==> src/rtl/ibex_fetch_realign_fifo.sv <==
// Word-granular fetch FIFO that realigns 32-bit bus words into one instruction per handshake.
// Latency: zero; an empty FIFO bypasses the incoming word straight to the IF stage.
// Backpressure: no input ready; upstream throttles on busy_o, and out_ready_i holds the output.
module ibex_fetch_realign_fifo #(
  parameter int unsigned DEPTH = 3
) (
  input  logic        clk_i,
  input  logic        rst_ni,
  input  logic        clear_i,
  input  logic [31:0] addr_i,
  input  logic        in_valid_i,
  input  logic [31:0] in_rdata_i,
  input  logic        in_err_i,
  output logic        out_valid_o,
  input  logic        out_ready_i,
  output logic [31:0] out_rdata_o,
  output logic [31:0] out_addr_o,
  output logic        out_err_o,
  output logic        out_err_plus2_o,
  output logic        busy_o
);

  localparam int unsigned CW = $clog2(DEPTH + 1);

  // Entry 0 is always the oldest word; a pop shifts the array down by one.
  logic [31:0]    r_mem [DEPTH];
  logic [DEPTH-1:0] r_err;
  logic [CW-1:0]  r_count;
  logic [31:0]    r_addr;

  logic           w_w0_vld, w_w1_vld;
  logic [31:0]    w_w0, w_w1;
  logic           w_e0, w_e1;
  logic [15:0]    w_lo;
  logic           w_pop_req;
  logic           w_len4;
  logic           w_fire, w_pop, w_pop_stored, w_push;
  logic [CW-1:0]  w_widx;

  // The view is the stored words followed by the incoming word when it is valid.
  assign w_w0_vld = (r_count != '0) | in_valid_i;
  assign w_w0     = (r_count != '0) ? r_mem[0] : in_rdata_i;
  assign w_e0     = (r_count != '0) ? r_err[0] : in_err_i;
  assign w_w1_vld = (r_count >= CW'(2)) | ((r_count == CW'(1)) & in_valid_i);
  assign w_w1     = (r_count >= CW'(2)) ? r_mem[1] : in_rdata_i;
  assign w_e1     = (r_count >= CW'(2)) ? r_err[1] : in_err_i;
  assign w_lo     = w_w0[31:16];

  // Realign the view into one instruction; errored instructions advance the PC by 4.
  always_comb begin
    out_valid_o     = 1'b0;
    out_rdata_o     = w_w0;
    out_err_o       = 1'b0;
    out_err_plus2_o = 1'b0;
    w_pop_req       = 1'b0;
    w_len4          = 1'b0;
    if (!r_addr[1]) begin
      out_valid_o = w_w0_vld;
      out_err_o   = w_e0;
      w_len4      = (w_w0[1:0] == 2'b11) | w_e0;
      w_pop_req   = w_len4;
    end else if ((w_lo[1:0] != 2'b11) || w_e0) begin
      out_valid_o = w_w0_vld;
      out_rdata_o = {16'h0000, w_lo};
      out_err_o   = w_e0;
      w_len4      = w_e0;
      w_pop_req   = 1'b1;
    end else begin
      out_valid_o     = w_w1_vld;
      out_rdata_o     = {w_w1[15:0], w_lo};
      out_err_o       = w_e0 | w_e1;
      out_err_plus2_o = w_e1 & ~w_e0;
      w_len4          = 1'b1;
      w_pop_req       = 1'b1;
    end
    if (clear_i) begin
      out_valid_o = 1'b0;
    end
    if (!out_valid_o) begin
      out_err_o       = 1'b0;
      out_err_plus2_o = 1'b0;
    end
  end

  // A popped bypass word is never written; a full FIFO without a pop drops the input word.
  assign w_fire       = out_valid_o & out_ready_i;
  assign w_pop        = w_fire & w_pop_req;
  assign w_pop_stored = w_pop & (r_count != '0);
  assign w_push       = in_valid_i & ~clear_i & ~(w_pop & (r_count == '0)) &
                        (w_pop_stored | (r_count != CW'(DEPTH)));
  assign w_widx       = r_count - CW'(w_pop_stored);

  assign out_addr_o = r_addr;
  assign busy_o     = (r_count >= CW'(DEPTH - 1));

  // Occupancy and instruction address; clear overrides every other event.
  always_ff @(posedge clk_i or negedge rst_ni) begin
    if (!rst_ni) begin
      r_count <= '0;
      r_addr  <= 32'h0;
    end else if (clear_i) begin
      r_count <= '0;
      r_addr  <= {addr_i[31:1], 1'b0};
    end else begin
      r_count <= r_count + CW'(w_push) - CW'(w_pop_stored);
      if (w_fire) begin
        r_addr <= r_addr + (w_len4 ? 32'd4 : 32'd2);
      end
    end
  end

  // Word storage: shift down on pop, then write the incoming word at the new tail.
  always_ff @(posedge clk_i) begin
    if (w_pop_stored) begin
      for (int i = 0; i < DEPTH - 1; i++) begin
        r_mem[i] <= r_mem[i+1];
        r_err[i] <= r_err[i+1];
      end
    end
    if (w_push) begin
      r_mem[w_widx] <= in_rdata_i;
      r_err[w_widx] <= in_err_i;
    end
  end

  a_no_overflow: assert property (@(posedge clk_i) disable iff (!rst_ni)
    !(in_valid_i && !clear_i && !w_pop_stored && (r_count == CW'(DEPTH))));

endmodule

==> config.mk <==
export PLATFORM = sky130hd
export DESIGN_NAME = ibex_fetch_realign_fifo
export DESIGN_NICKNAME = d
export VERILOG_FILES = /design/src/rtl/ibex_fetch_realign_fifo.sv
export SDC_FILE = /design/constraint.sdc
export NUM_CORES = 1
export LEC_CHECK = 0
export CORE_ASPECT_RATIO = 0.7
export CORE_UTILIZATION = 47
export CTS_CLUSTER_SIZE = 25
export DETAILED_ROUTE_END_ITERATION = 12
export PLACE_DENSITY = 0.79
export SLEW_MARGIN = 20
export SYNTH_ARGS = -nofsm -noshare
export SYNTH_HDL_FRONTEND = slang
export SYNTH_SLANG_ARGS = --single-unit
==> constraint.sdc <==
create_clock -name clk_i -period 4.2 [get_ports clk_i]
set_clock_uncertainty 0.05 [all_clocks]
set_input_delay 0.84 -clock clk_i [delete_from_list [all_inputs] [get_ports clk_i]]
set_output_delay 0.84 -clock clk_i [all_outputs]
set_load 0.01 [all_outputs]
* Yosys cells after proc, flatten, opt, wreduce, memory -nomap -nowiden
Memories as Yosys holds them, arrays and structs flattened. Index checks and enable logic that the tools add are counted.
Storage, ports and cells: flip-flop bits (word level) 37, bits in writable memories 96, input bits 70, output and inout port bits 68, word-level logic and storage cells 69, memories 1
Memory list:
- r_mem | words 3, bits a word 32, read ports 3, clocked after Yosys merged registers in 0, write ports 3, line 26 | logic [31:0] r_mem [DEPTH];
Operators by class: add/sub/neg operators 4, order comparisons 3, equality and inequality tests 4, multiplexer cells 31, bitwise logic cells 17, reductions and logical operators 5
Operator list (number):
- $mux W32 | 5
- $add A32 B3 Y32 | 1
- $mux W1 | 19
- $mux W16 | 1
- $and A1 B1 Y1 | 9
- $mux W2 | 3
- $or A1 B1 Y1 | 5
- $ne A2 B2 Y1 const B | 2
- $reduce_bool A2 Y1 | 2
- $sub A2 B1 Y2 | 2
- $bwmux W3 | 1
- $lt A2 B3 Y1 const B | 1
- $mux W3 | 1
- $not A1 Y1 | 3
- $add A2 B1 Y2 | 1
- $demux W1 S2 | 1
- $eq A2 B1 Y1 const B | 1
- $eq A2 B2 Y1 const B | 1
- $ge A2 B1 Y1 const B | 1
- $ge A2 B2 Y1 const B | 1
- $logic_not A2 Y1 | 1
- $logic_and A1 B1 Y1 | 1
- $logic_or A1 B1 Y1 | 1

* Longest topological paths before layout
depth in word-level cells 17, gate-level depth with buffers 14

* Worst setup path after synthesis
OpenSTA, ideal clock, no wires.
path type register to register, start point reg r_count[1], end point reg r_addr[21] (netlist: out_addr_o[21]), setup time 0.125 ns, data arrival time 3.930 ns, required time 4.025 ns, setup slack 0.095 ns, stages on the path, launching flop included 14, clock period less this slack 4.105 ns, cell sequence dfrtp_1 > buf_2 > nor2_1 > clkbuf_1 > mux2i_1 > and2_1 > ha_1 > inv_1 > fa_1 > nand3b_1 > or3_2 > or4_1 > xnor2_1 > mux2_2
On the way: longest elaborated chain between the ends 10, elaborated cells between the ends (all ways) 23
RTL lines:
- from (decl) | line 28 | logic [CW-1:0] r_count;
- from (signal assigned) | line 105 | r_count <= r_count + CW'(w_push) - CW'(w_pop_stored);
- $reduce_bool A2 Y1 | line 41, 42, 43
- $mux W32 | line 42 | assign w_w0 = (r_count != '0) ? r_mem[0] : in_rdata_i;
- $ne A2 B2 Y1 | line 62 | end else if ((w_lo[1:0] != 2'b11) || w_e0) begin
- $logic_or A1 B1 Y1 | line 62
- $mux W1 | line 62
- $mux W1 | line 57 | if (!r_addr[1]) begin
- $mux W3 | line 107 | r_addr <= r_addr + (w_len4 ? 32'd4 : 32'd2);
- $add A32 B3 Y32 | line 107
- $mux W32 | line 106 | if (w_fire) begin
- $mux W32 | line 101 | end else if (clear_i) begin
- to (signal assigned) | line 103 | r_addr <= {addr_i[31:1], 1'b0};
- to (signal assigned) | line 107
- to (decl) | line 29 | logic [31:0] r_addr;
Several ways; a longest one is shown, not always the timed one. The select of a mux whose other input is x is not followed. A chain may end at the register's enable or synchronous reset.

* Worst setup path in the final report
start point in in_err_i, end point out out_err_o
On the way: longest elaborated chain between the ends 6, elaborated cells between the ends (all ways) 10
RTL lines:
- from (decl) | line 13 | input logic in_err_i,
- $mux W1 | line 43 | assign w_e0 = (r_count != '0) ? r_err[0] : in_err_i;
- $logic_or A1 B1 Y1 | line 62
- $mux W1 | line 62
- $mux W1 | line 57
- $mux W1 | line 76 | if (clear_i) begin
- $mux W1 (*) | line 79 | if (!out_valid_o) begin
- to (decl) | line 18 | output logic out_err_o,
Mark *: on every way between the ends. The rest lies on a longest branch, timed or not.

==> results_tabular.tex <==
\begin{tabular}{lr}
\hline
Metric & Value \\
\hline
\multicolumn{2}{l}{\textbf{Critical path}} \\
Crit path max fanout & 5 \\
Endpoint arrival time on the critical path & 3.10 ns \\
Required time at the worst-slack endpoint & 3.31 ns \\
Critical Path Start Type & input pin \\
Cell depth of the worst flop-to-flop path & 13 \\
Critical Path Sink Type & output port \\
Beginning of the worst register-to-register path & r\_count[0] \\
Setup CP Type & input pin to output port \\
Start point of the critical path & in\_err\_i \\
\multicolumn{2}{l}{\textbf{Timing}} \\
Final count of pins violating max slew & 0 \\
Period utilization & 94.9\% \\
Final Hold Fails & 0 \\
Worst slew margin relative to its limit & 36.2\% \\
Endpoints failing setup & 0 \\
Clock period minus final worst setup slack & around 4.0 ns \\
Slew at the pin closest to its max-slew limit & between 0.9 and 1 ns \\
Highest clock frequency the design can meet & around 250 MHz \\
Setup repair after global routing missed its margin & false \\
\multicolumn{2}{l}{\textbf{Pwr}} \\
P\_leak & approximately 0.0033 µW \\
IR Drop Worst-Case VDD & 324 µV \\
Total power density per cell area & 462 nW/µm² \\
\multicolumn{2}{l}{\textbf{Global route}} \\
Number of antenna violations at the first check in global routing & 0 \\
Pin count of the biggest net entering global routing & 52 \\
Overflow left after global routing & 0 \\
Number of global-route vias before repair & between 5000 and 6000 \\
Global-route usage over all layers & 23.7\% \\
First-pass GRT wire length & 27200 µm \\
\multicolumn{2}{l}{\textbf{CTS}} \\
Cell at the root of the clock tree & sky130\_fd\_sc\_hd\_\_clkbuf\_16 \\
CTS tree & yes \\
Number of buffers inserted by post-CTS setup repair & 0 \\
Maximum buffer depth of the clock tree & 2 \\
Sinks on the clock net & 132 \\
CTS clock-pin slew for the worst setup and hold paths & approximately 0.06 ns \\
Number of H-tree levels & 4 \\
TritonCTS buffer count & 17 \\
Hold buffers post-CTS & 0 \\
Post-cts gate resize count & 0 \\
Clock latency on the worst-skew pair & 0.42 ns \\
\multicolumn{2}{l}{\textbf{Die}} \\
Io pins & about 140 \\
DIE WIDTH & 146 µm \\
Core area & 14100 µm² \\
Initial standard-cell utilization of the core & between 40\% and 50\% \\
Die extent in y & 103 µm \\
Total die area & 15100 µm² \\
Std cell rows & 36 \\
\multicolumn{2}{l}{\textbf{Yosys}} \\
Top flip-flop cell by instance count after synthesis & sky130\_fd\_sc\_hd\_\_edfxtp\_1 \\
Ys async rst share & 25.0\% \\
Synthesized Nets & $\sim$640 \\
Count of unique library cells instantiated by Yosys & 56 \\
Most instantiated cells after synthesis & 97 x sky130\_fd\_sc\_hd\_\_edfxtp\_1, 67 x sky130\_fd\_sc\_hd\_\_mux2\_2, 47 x sky130\_fd\_sc\_hd\_\_nand2\_1 \\
EDFF count, synth & 97 \\
Synthesized cell area & 6850 µm² \\
Synth area leaders & sky130\_fd\_sc\_hd\_\_edfxtp\_1 43\%, sky130\_fd\_sc\_hd\_\_dfrtp\_1 12\%, sky130\_fd\_sc\_hd\_\_mux2\_2 11\%, sky130\_fd\_sc\_hd\_\_mux2i\_1 5.4\%, sky130\_fd\_sc\_hd\_\_nand2\_1 2.6\% \\
Cell count after synthesis & 565 \\
Proportion of netlist area held by the largest area contributor & a little over two fifths \\
Number of warning messages in the yosys log & 0 \\
Per-instance average area after synthesis & 12.1 µm² \\
Leading area contributor after synthesis & sky130\_fd\_sc\_hd\_\_edfxtp\_1 \\
Sequential cell area fraction in the yosys report & between 50\% and 60\% \\
Most frequently used cell type in the post-synthesis netlist & sky130\_fd\_sc\_hd\_\_edfxtp\_1 \\
Post-synthesis register bit count & between 100 and 150 \\
\multicolumn{2}{l}{\textbf{Placement}} \\
Placement-stage cell area & around 8600 µm² \\
Number of port buffers & 135 \\
Gpl congestion & 0.904 \\
Placed wire-length estimate & 12000 µm \\
\multicolumn{2}{l}{\textbf{Cells and area}} \\
Final net count & 793 \\
Signed area change from the synthesized netlist to the final layout & 33.4\% \\
Antenna cells & 0 \\
Final-layout fill cell count & 1071 \\
Core occupancy in the finished layout & 65.0\% \\
Fraction of final layout cells sized beyond drive strength 1 & 19.9\% \\
Register area & 3780 µm² \\
Final design area excluding fillers & 9140 µm² \\
Area used by multi-input combinational logic & 2890 µm² \\
\multicolumn{2}{l}{\textbf{Drt}} \\
Wire length per cell after detailed routing & 19.2 µm \\
DR pass1 iterations & 5 \\
Vias post-DR & 5380 \\
Vias per inst & 5.85 \\
Count of nets left with antenna violations after detail routing & 0 \\
Aggregate routed wire length & 17600 µm \\
Residual DRC & 0 \\
Count of routing violations after the opening detailed-route iteration & 331 \\
\multicolumn{2}{l}{\textbf{Hold path}} \\
Worst hold-check path type & register to register \\
Cell depth of the worst min-delay path & 2 \\
HP Start & r\_err[1] \\
\multicolumn{2}{l}{\textbf{Status}} \\
Outcome & complete, no violations \\
\multicolumn{2}{l}{\textbf{Flow run}} \\
Max\_cap viols & 0 \\
\hline
\end{tabular}
-- cell type report --
type | count | area share [%]
sequential | 132 | 41.4
multi-input combinational | 386 | 31.6
timing repair buffer | 168 | 17.6
clock buffer | 17 | 4.66
tap | 190 | 2.60
clock inverter | 15 | 1.62
inverter | 12 | 0.493
-- logic make-up (layout without fill, tap and decap cells) --
| logic type | count (synthesis) | count (layout) | share of synthesized area (%) |
|---|---|---|---|
| AOI/OAI and AO/OA | 108 | 108 | 10.7 |
| DFF | 132 | 132 | 55.2 |
| other | 1 | 1 | 0.0548 |
| and+or+nand+nor | 153 | 153 | 11.8 |
| buffers and inverters | 47 | 212 | 2.83 |
| muxes | 104 | 104 | 16.4 |
| adders and majority gates | 6 | 6 | 1.21 |
| xor gates and xnor gates | 14 | 14 | 1.79 |
-- sequential cells by signal, indices dropped and copies added, names as in the netlist --
| name | count |
|---|---|
| out_addr_o | 31 |
| r_count | 2 |
| r_mem | 96 |
| r_err | 3 |
-- power by group --
| group | internal [µW] | total, µW | switching [µW] |
|---|---|---|---|
| clock | 829 | 1440 | 615 |
| sequential | 1570 | 1650 | 85.2 |
| combinational | 561 | 1120 | 564 |
| total | 2960 | 4220 | 1260 |
-- layout by cell type, fill, tap and decap left out, types with 17 or more instances in the layout --
| cell type | synthesis | final |
|---|---|---|
| sky130_fd_sc_hd__nor2_1 | 21 | 19 |
| sky130_fd_sc_hd__clkdlybuf4s50_1 | 0 | 135 |
| sky130_fd_sc_hd__a21oi_1 | 18 | 18 |
| sky130_fd_sc_hd__clkbuf_16 | 0 | 17 |
| sky130_fd_sc_hd__mux2i_1 | 37 | 37 |
| sky130_fd_sc_hd__nand2_1 | 47 | 47 |
| sky130_fd_sc_hd__buf_4 | 1 | 32 |
| sky130_fd_sc_hd__mux2_2 | 67 | 67 |
| sky130_fd_sc_hd__dfrtp_1 | 33 | 32 |
| sky130_fd_sc_hd__edfxtp_1 | 97 | 97 |
-- path summary, 6_finish.rpt --
check                           slack [ns]        endpoint
worst min register to register        0.47        r_err[1]
min in group asynchronous             0.90  out_addr_o[10]
worst min-delay path                  0.47        r_err[1]
worst max register to register        0.39  out_addr_o[21]
max in group asynchronous             2.52  out_addr_o[13]
worst max-delay path                  0.21       out_err_o
-- per-stage QoR --
stage / hold WS [ns] / power [µW] / std cells / setup TNS (ns) / worst slack, ns
5_1_grt: 0.507 / 4390 / 920 / 0 / 0.0786
6_report: 0.473 / 4220 / 920 / 0 / 0.212
3_5_place_dp: 0.443 / 2800 / 888 / -0.262 / -0.156
2_1_floorplan: 0.411 / 2260 / 565 / 0 / 0.0954
3_3_place_gp: 0.431 / 2770 / 888 / -0.0890 / -0.0890
4_1_cts: 0.472 / 4240 / 920 / 0 / 0.262
-- worst max-delay path, cell delays in order --
cell	delay, ns
sky130_fd_sc_hd__clkdlybuf4s50_1	0.61
sky130_fd_sc_hd__buf_4	0.19
sky130_fd_sc_hd__nand4b_1	0.14
sky130_fd_sc_hd__a21boi_0	0.13
sky130_fd_sc_hd__nor3_1	0.29
sky130_fd_sc_hd__a21boi_0	0.31
sky130_fd_sc_hd__clkdlybuf4s50_1	0.60
-- routing by layer --
layer | routed length (µm) | GRT usage, %
met1 | 8030 | 33.4
met2 | 8240 | 37.1
met3 | 1110 | 4.82
met4 | 254 | 7.77
met5 | 0 | 0
Note: power is estimated with default switching activity, not from simulation.
